### src/rtl/hex_display_scan.sv
// Time-multiplexed driver for a four-digit hex display: scans one digit per CLK_DIV cycles,
// blanks anodes for BLANK cycles at each slot start and optionally suppresses leading zeros.
module hex_display_scan #(
    parameter int unsigned CLK_DIV = 50000,
    parameter int unsigned BLANK   = 1000
) (
    input  logic        clk,
    input  logic        rst,
    input  logic [15:0] value,
    input  logic        load,
    input  logic        lz_blank,
    output logic [3:0]  hex,
    output logic [3:0]  an,
    output logic [1:0]  digit_sel
);

    localparam logic [15:0] PcntMax  = 16'(CLK_DIV - 1);
    localparam logic [15:0] BlankLim = 16'(BLANK);

    logic [15:0] disp_q, disp_d;
    logic [15:0] pcnt_q, pcnt_d;
    logic [1:0]  idx_q, idx_d;
    logic        lzb_q, lzb_d;

    always_comb begin
        disp_d = disp_q;
        pcnt_d = pcnt_q + 16'd1;
        idx_d  = idx_q;
        lzb_d  = lz_blank;
        if (load) begin
            disp_d = value;
        end
        if (pcnt_q == PcntMax) begin
            pcnt_d = 16'd0;
            idx_d  = idx_q + 2'd1;
        end
    end

    always_ff @(posedge clk) begin
        if (rst) begin
            disp_q <= 16'd0;
            pcnt_q <= 16'd0;
            idx_q  <= 2'd0;
            lzb_q  <= 1'b0;
        end else begin
            disp_q <= disp_d;
            pcnt_q <= pcnt_d;
            idx_q  <= idx_d;
            lzb_q  <= lzb_d;
        end
    end

    logic [3:0] nib_zero;
    logic       upper_zero;
    logic       suppress;
    logic       in_blank;

    always_comb begin
        for (int i = 0; i < 4; i++) begin
            nib_zero[i] = (disp_q[4*i +: 4] == 4'd0);
        end
    end

    // A digit is a leading zero only if it and every more-significant digit are zero.
    always_comb begin
        upper_zero = 1'b0;
        unique case (idx_q)
            2'd0: upper_zero = 1'b0;
            2'd1: upper_zero = &nib_zero[3:1];
            2'd2: upper_zero = &nib_zero[3:2];
            2'd3: upper_zero = nib_zero[3];
            default: upper_zero = 1'b0;
        endcase
    end

    always_comb begin
        suppress  = lzb_q & upper_zero;
        in_blank  = (pcnt_q < BlankLim);
        hex       = disp_q[{idx_q, 2'b00} +: 4];
        digit_sel = idx_q;
        if (in_blank || suppress) begin
            an = 4'b1111;
        end else begin
            an = ~(4'b0001 << idx_q);
        end
    end

endmodule

### config.mk
export PLATFORM = sky130hd
export DESIGN_NAME = hex_display_scan
export DESIGN_NICKNAME = d
export VERILOG_FILES = /design/src/rtl/hex_display_scan.sv
export SDC_FILE = /design/constraint.sdc
export NUM_CORES = 1
export LEC_CHECK = 0
export ABC_AREA = 1
export CAP_MARGIN = 20
export CORE_UTILIZATION = 38
export DETAILED_ROUTE_END_ITERATION = 16
export GPL_TIMING_DRIVEN = 0
export MAX_ROUTING_LAYER = met4
export PLACE_DENSITY = 0.63
export SYNTH_ARGS = -nofsm -noshare
export SYNTH_HDL_FRONTEND = slang
export SYNTH_SLANG_ARGS = --single-unit
### constraint.sdc
create_clock -name clk -period 2.61 [get_ports clk]
set_clock_uncertainty 0.15 [all_clocks]
set_input_delay 0.522 -clock clk [delete_from_list [all_inputs] [get_ports clk]]
set_output_delay 0.522 -clock clk [all_outputs]
set_load 0.05 [all_outputs]
==> results.toml, run 1 <==
[setup_path]
reg2regPathDepth = 7
crit_start = "digit_sel[0]"
required_ns = 1.94
crit_end = "an[0]"
critPathMaxStageDelay_ns = 0.35
start_kind = "flip-flop"
reg2reg_from = "pcnt_q[0]"
end_kind = "output pin"
reg2reg_slack_ns = 1.04
arrival_ns = 1.87
cpMostUsedCell = "buf_6"
slowest_stage = "dfxtp_4"
cp_max_fo = 12
crit_type = "flip-flop to output pin"
cp_cell_sequence = "buf_6, inv_1, buf_6, ha_1, nand3b_1, nor3_2, nand2_2, nand3_2, buf_8"
rr_endpoint = "pcnt_q[10]"

[power]
p_leak_nw = 0.873
power.density_mw_per_mm2 = 541
irDropWorstVdd_mv = 0.237

[global_route]
grt_use_total_pct = 17.8
grt_pass1_vias = 1491
grt_max_degree = 13
grt-ovfl-total = 0
antenna_found_initial = 0
grt_pass1_wl_um = 6640

[placement]
port_buffers = 29
dp_slack_ns = -0.401
post-dp-hpwl_um = 3050
place_congestion = 0.876

[cells_and_area]
fillers = 428
nets = 315
area_growth_pct = 32.4
final_core_util_pct = 53.0
diodes = 0
final_layout_size_suffix_gt1_share_pct = 15.2

[clock_network]
cts-root-buf = "clkbuf_8"
cts_buffers = 5
clock-sinks = 35
clock_latency_ns = 0.28
cts_buffer_depth = 2
htree_levels = 2
cts_tree = "yes"
clk_pin_slew_worst_paths_ns = 0.07
postCtsHoldBufs = 0

[die]
initial_utilization_pct = 40.0
dieArea_mm2 = 0.00489
coreArea_mm2 = 0.00438
die_w_um = 69.9
rows = 24
io_pins = 30
dieHeight_um = 69.9

[timing]
max_freq_mhz = 393
whs_ns = 0.301
tightest_slew_ns = 0.487
worst_slack_ns = 0.0673
fin_crit_sh_pct = 97.4
finalHoldViolCount = 0
setup_violations = 0
slew_headroom_pct = 67.4
min_period_ns = 2.54
slew_violations = 0

[yosys]
synth-edff-count = 0
synthFlopType = "dfxtp_1"
synthCells = 249
synthTopCellsByCount = "nor2_1 (58), dfxtp_1 (35), nand2_1 (33), o21ai_0 (27), inv_1 (21)"
avgSynthCellArea_um2 = 7.04
syn-num-nets = 275
yosys_warnings = 0
ys_seq_area_share_pct = 39.9
synth_top_area_share_pct = 39.9
synth.most_common_cell = "nor2_1"
synth_cell_type_count = 26
synth-seq-cells = 35
mappedNetlistArea_mm2 = 0.00175
synthArstFlopShare_pct = 0
synthTopCellsByArea = "dfxtp_1 (40%), nor2_1 (12%), o21ai_0 (7.7%)"
synth_top_area_cell = "dfxtp_1"

[routing]
via_per_inst = 5.03
wirelength_um = 4220
met1Wirelength_um = 2060
dr_wl_met3_um = 197
wl_per_cell_um = 12.3
met2_length_um = 1920
drcViolationCount = 0
ant_nets = 0
dr.pass1.iters = 4
top_layer_used = "met4"
drt_iter0_markers = 140
routed-via-count = 1719

[run_status]
status = "completed"

[min_path]
min_path_type = "flip-flop to flip-flop"

[run]
max_cap_viol_count = 0
==> through the flow <==
step / area, um^2 / instances / power, mW / setup TNS (ns)
after floorplan: 1760 / 249 / 0.638 / 0
after CTS: 2250 / 338 / 1.27 / 0
final: 2320 / 342 / 1.26 / 0
after detailed placement: 2110 / 330 / 0.693 / -1.59
after global routing: 2320 / 342 / 1.31 / -0.00846
after global placement: 2110 / 330 / 0.691 / -1.51
==> how the worst min path moves through the flow <==
| stage | cells past startpoint | slack (ns) | to | start |
|---|---|---|---|---|
| after floorplan | 1 | 0.27 | pcnt_q[0] | pcnt_q[0] |
| after global placement | 1 | 0.29 | pcnt_q[0] | pcnt_q[0] |
| after detailed placement | 1 | 0.29 | pcnt_q[0] | pcnt_q[0] |
| after CTS | 1 | 0.31 | pcnt_q[0] | pcnt_q[0] |
| after global routing | 1 | 0.34 | pcnt_q[0] | pcnt_q[0] |
| final | 1 | 0.30 | pcnt_q[0] | pcnt_q[0] |
==> critical path, delay by kind of cell, from the launching register on <==
family / cells / cell delay, ns
flops: 1 / 0.35
simple gates: 4 / 0.60
fa+ha+maj: 1 / 0.18
buf+inv: 4 / 0.45
==> state kept, by name, summed over array words and instances, names as in the netlist <==
register / count
disp_q: 16
lzb_q: 1
digit_sel: 2
pcnt_q: 16
==> routing by layer <==
metal	up-vias	global-route usage [%]
met5	-	-
met4	0	6.89
met3	4	4.47
met2	34	26.7
met1	799	23.1
li1	882	-
==> cells in the final DEF (no fill, tap or decap), types with 3 or more instances in the layout <==
cell type	n
nor2_1	58
dfxtp_1	33
nand2_1	32
o21ai_0	26
inv_1	21
clkdlybuf4s50_1	21
nand3_1	11
a21oi_1	11
nor2_2	6
ha_1	6
buf_6	5
nand2_2	5
nand4_1	5
nand3_2	5
clkbuf_8	5
clkbuf_1	4
a21oi_2	4
buf_4	4
o22ai_1	3
nor3_1	3
xor2_1	3
dlygate4sd2_1	3
==> power by group <==
part           leakage [nW]  internal [mW]  switching (mW)  total, mW
clock network        0.0654          0.382           0.198      0.579
registers             0.288          0.555          0.0142      0.569
logic                 0.519         0.0493          0.0591      0.108
==> kinds of logic after synthesis <==
| kind of cell | synth area share [%] |
|---|---|
| fa+ha+maj | 4.28 |
| xor+xnor | 2.00 |
| compound gates | 13.9 |
| buf+inv | 6.99 |
| simple gates | 32.9 |
| flops | 39.9 |
==> cell type report <==
cell class / instances / area (um^2) / area share [%]
sequential: 35 / 706 / 30.4
timing repair buffer: 33 / 325 / 14.0
buffer: 6 / 48.8 / 2.10
inverter: 23 / 86.3 / 3.72
clock inverter: 2 / 60.1 / 2.59
clock buffer: 6 / 72.6 / 3.12
multi-input combinational: 185 / 958 / 41.3
tap: 52 / 65.1 / 2.80
==> what timing repair did <==
action,in CTS,in global routing
resized for setup,34,12
pin swaps,1,3
buffers inserted,0,4
endpoints found under the setup margin,8,6
No activity file was read; power rests on OpenSTA's default activity.
==> run 2, diff against run 1 <==
--- a/config.mk
+++ b/config.mk
@@ -6,5 +6,4 @@
 export NUM_CORES = 1
 export LEC_CHECK = 0
-export ABC_AREA = 1
 export CAP_MARGIN = 20
 export CORE_UTILIZATION = 38
@@ -13,4 +12,5 @@
 export MAX_ROUTING_LAYER = met4
 export PLACE_DENSITY = 0.63
+export SLEW_MARGIN = 5
 export SYNTH_ARGS = -nofsm -noshare
 export SYNTH_HDL_FRONTEND = slang
--- a/constraint.sdc
+++ b/constraint.sdc
@@ -3,3 +3,3 @@
 set_input_delay 0.522 -clock clk [delete_from_list [all_inputs] [get_ports clk]]
 set_output_delay 0.522 -clock clk [all_outputs]
-set_load 0.05 [all_outputs]
+set_load 0.02 [all_outputs]
==> run 2 against run 1 <==
Synthesized cell count fell by 31%. First-iteration DRC count down 76%. Die area decreased by 6.7%. Setup slack better by 0.019 ns. Cell count fell by 25%. Sequential power hardly changed. Critical path type unchanged.
==> results.toml, run 2 <==
[min_path]
hold_depth = 1
min_path_type = "flip-flop to flip-flop"
hp-start = "pcnt_q[0]"
hold_end = "pcnt_q[0]"

[clock_network]
htree_levels = 2
cts_buffer_depth = 2
clk_pin_slew_worst_paths_ns = 0.07
post_cts_buffers = 0
cts-root-buf = "clkbuf_8"
clock_latency_ns = 0.28
cts_buffers = 5
clock-sinks = 35
cts_tree = "yes"

[yosys]
synthTopCellsByArea = "dfxtp_1 (43%), mux2i_1 (9.8%), nor2_1 (8.0%)"
synth-seq-cells = 35
syn-num-nets = 197
synth-edff-count = 0
synthFlopType = "dfxtp_1"
synth_top_area_cell = "dfxtp_1"
synth_cell_type_count = 26
mappedNetlistArea_mm2 = 0.00163
synthCells = 171
synth_top_area_share_pct = 42.9
synthArstFlopShare_pct = 0
ys_seq_area_share_pct = 42.9
avgSynthCellArea_um2 = 9.55
synthTopCellsByCount = "dfxtp_1 (35), nor2_1 (35), mux2i_1 (16), xnor2_1 (13), nand3_1 (10)"
yosys_warnings = 0

[setup_path]
crit_type = "flip-flop to output pin"
reg2regPathDepth = 5
required_ns = 1.94
start_kind = "flip-flop"
rr_endpoint = "pcnt_q[11]"
end_kind = "output pin"
reg2reg_from = "pcnt_q[7]"
reg2reg_slack_ns = 0.47
arrival_ns = 1.85
cp_max_fo = 6

[power]
power.density_mw_per_mm2 = 553
power.share.clock_pct = 42.8
p_sw_share_pct = 21.1
p_seq_share_pct = 48.6
cellInternalPower_uw = 922
irDropWorstVdd_mv = 0.355
fin_total_pwr_mw = 1.17
p_leak_nw = 0.768
comb_power_share_pct = 8.6
net-switching-power_uw = 246

[routing]
wl_per_cell_um = 13.3
wirelength_um = 3410
dr.pass1.iters = 4
ant_nets = 0
drcViolationCount = 0
via_per_inst = 5.01
drt_iter0_markers = 33
routed-via-count = 1288

[timing]
fin_crit_sh_pct = 96.7
tightest_slew_ns = 0.722
slew_violations = 0
slew_headroom_pct = 51.9
setup_violations = 0
max_freq_mhz = 396
whs_ns = 0.323
min_period_ns = 2.52
finalHoldViolCount = 0
fin_setup_tns_ns = 0
grt_setup_unrepaired = "no"

[placement]
place_congestion = 0.856
post-dp-hpwl_um = 2540
place_inst = 249
port_buffers = 28

[die]
coreArea_mm2 = 0.00406
initial_utilization_pct = 40.2
die_w_um = 67.6
io_pins = 30
dieHeight_um = 67.6
rows = 23
dieArea_mm2 = 0.00456

[cells_and_area]
final_common_cell = "nor2_1"
stdcell_count = 257
diodes = 0
final_layout_size_suffix_gt1_share_pct = 13.0
nets = 232
area_growth_pct = 29.3
final_cell_mix = "nor2_1 (35), dfxtp_1 (33), clkdlybuf4s50_1 (24)"
final_core_util_pct = 52.0

[run]
max_cap_viol_count = 0

[global_route]
grt_use_total_pct = 17.6
grt_pass1_vias = 1305
gr-usage-met1_pct = 19.6
top_usage_layer = "met2"
antenna_found_initial = 0
grt-ovfl-total = 0
use_met3_pct = 4.56
grt_pass1_wl_um = 5690
grt_max_degree = 12
grtUsageMet2_pct = 29.5

[run_status]
status = "completed"
==> run 2: area by class of cell <==
type,instances,area (um^2)
fillers,367,1950
well taps,50,62.6
repair buffers,28,263
inverters,7,26.3
multi-input cells,123,898
clock inverters,2,35.0
plain buffers,6,40.0
flip-flops and latches,35,703
clock buffers,6,82.6
==> run 2: kinds of logic after synthesis <==
kind of cell,Yosys count,share of synthesized area [%]
simple gates,73,21.8
xor+xnor,14,7.51
buf+inv,13,3.45
mux,20,15.3
compound gates,10,4.37
flops,35,42.9
fa+ha+maj,6,4.60
==> run 2: timing repair <==
item | 4_1_cts | 5_1_grt
gates resized for setup | 24 | 4
pin swaps | 0 | 1
endpoints found under the setup margin | 8 | 4
hold buffers | 0 | 0
==> run 2: routing by layer <==
layer	share of wire (%)	wire (um)
met1	47	1610
met2	47	1620
met3	4.0	137
met4	1.4	48
met5	0	0
==> run 2: power groups by stage <==
stage,registers [mW],clock network [mW],logic (mW)
final,0.567,0.499,0.101
after global routing,0.570,0.535,0.111
after CTS,0.567,0.516,0.102
after detailed placement,0.579,0,0.101
after global placement,0.579,0,0.0992
after floorplan,0.575,0,0.0562
==> run 2: worst max path at each step <==
stage | start | endpoint | depth (start not counted)
floorplan | digit_sel[0] | an[0] | 7
global placement | digit_sel[0] | an[1] | 8
detailed placement | digit_sel[0] | an[0] | 8
CTS | digit_sel[0] | an[0] | 8
global route | digit_sel[0] | an[2] | 8
finish | digit_sel[0] | hex[1] | 3
==> run 2: metrics by stage <==
step                instance area (um^2)  setup slack (ns)
finish                              2110            0.0864
global route                        2110           0.00488
CTS                                 2100            0.0347
detailed placement                  1980            -0.404
global placement                    1980            -0.359
floorplan                           1630             0.197
==> run 2: critical path, stage by stage, from the launching register on <==
cell and delay (ns):
dfxtp_2 0.36, clkbuf_8 0.17, mux4_2 0.49, clkdlybuf4s50_1 0.55
==> run 3, diff against run 2 <==
CTS_CLUSTER_SIZE = 8   (was unset)
==> results of run 3 <==
Same layout as run 2: the final DEF is identical, and so are final timing and power.
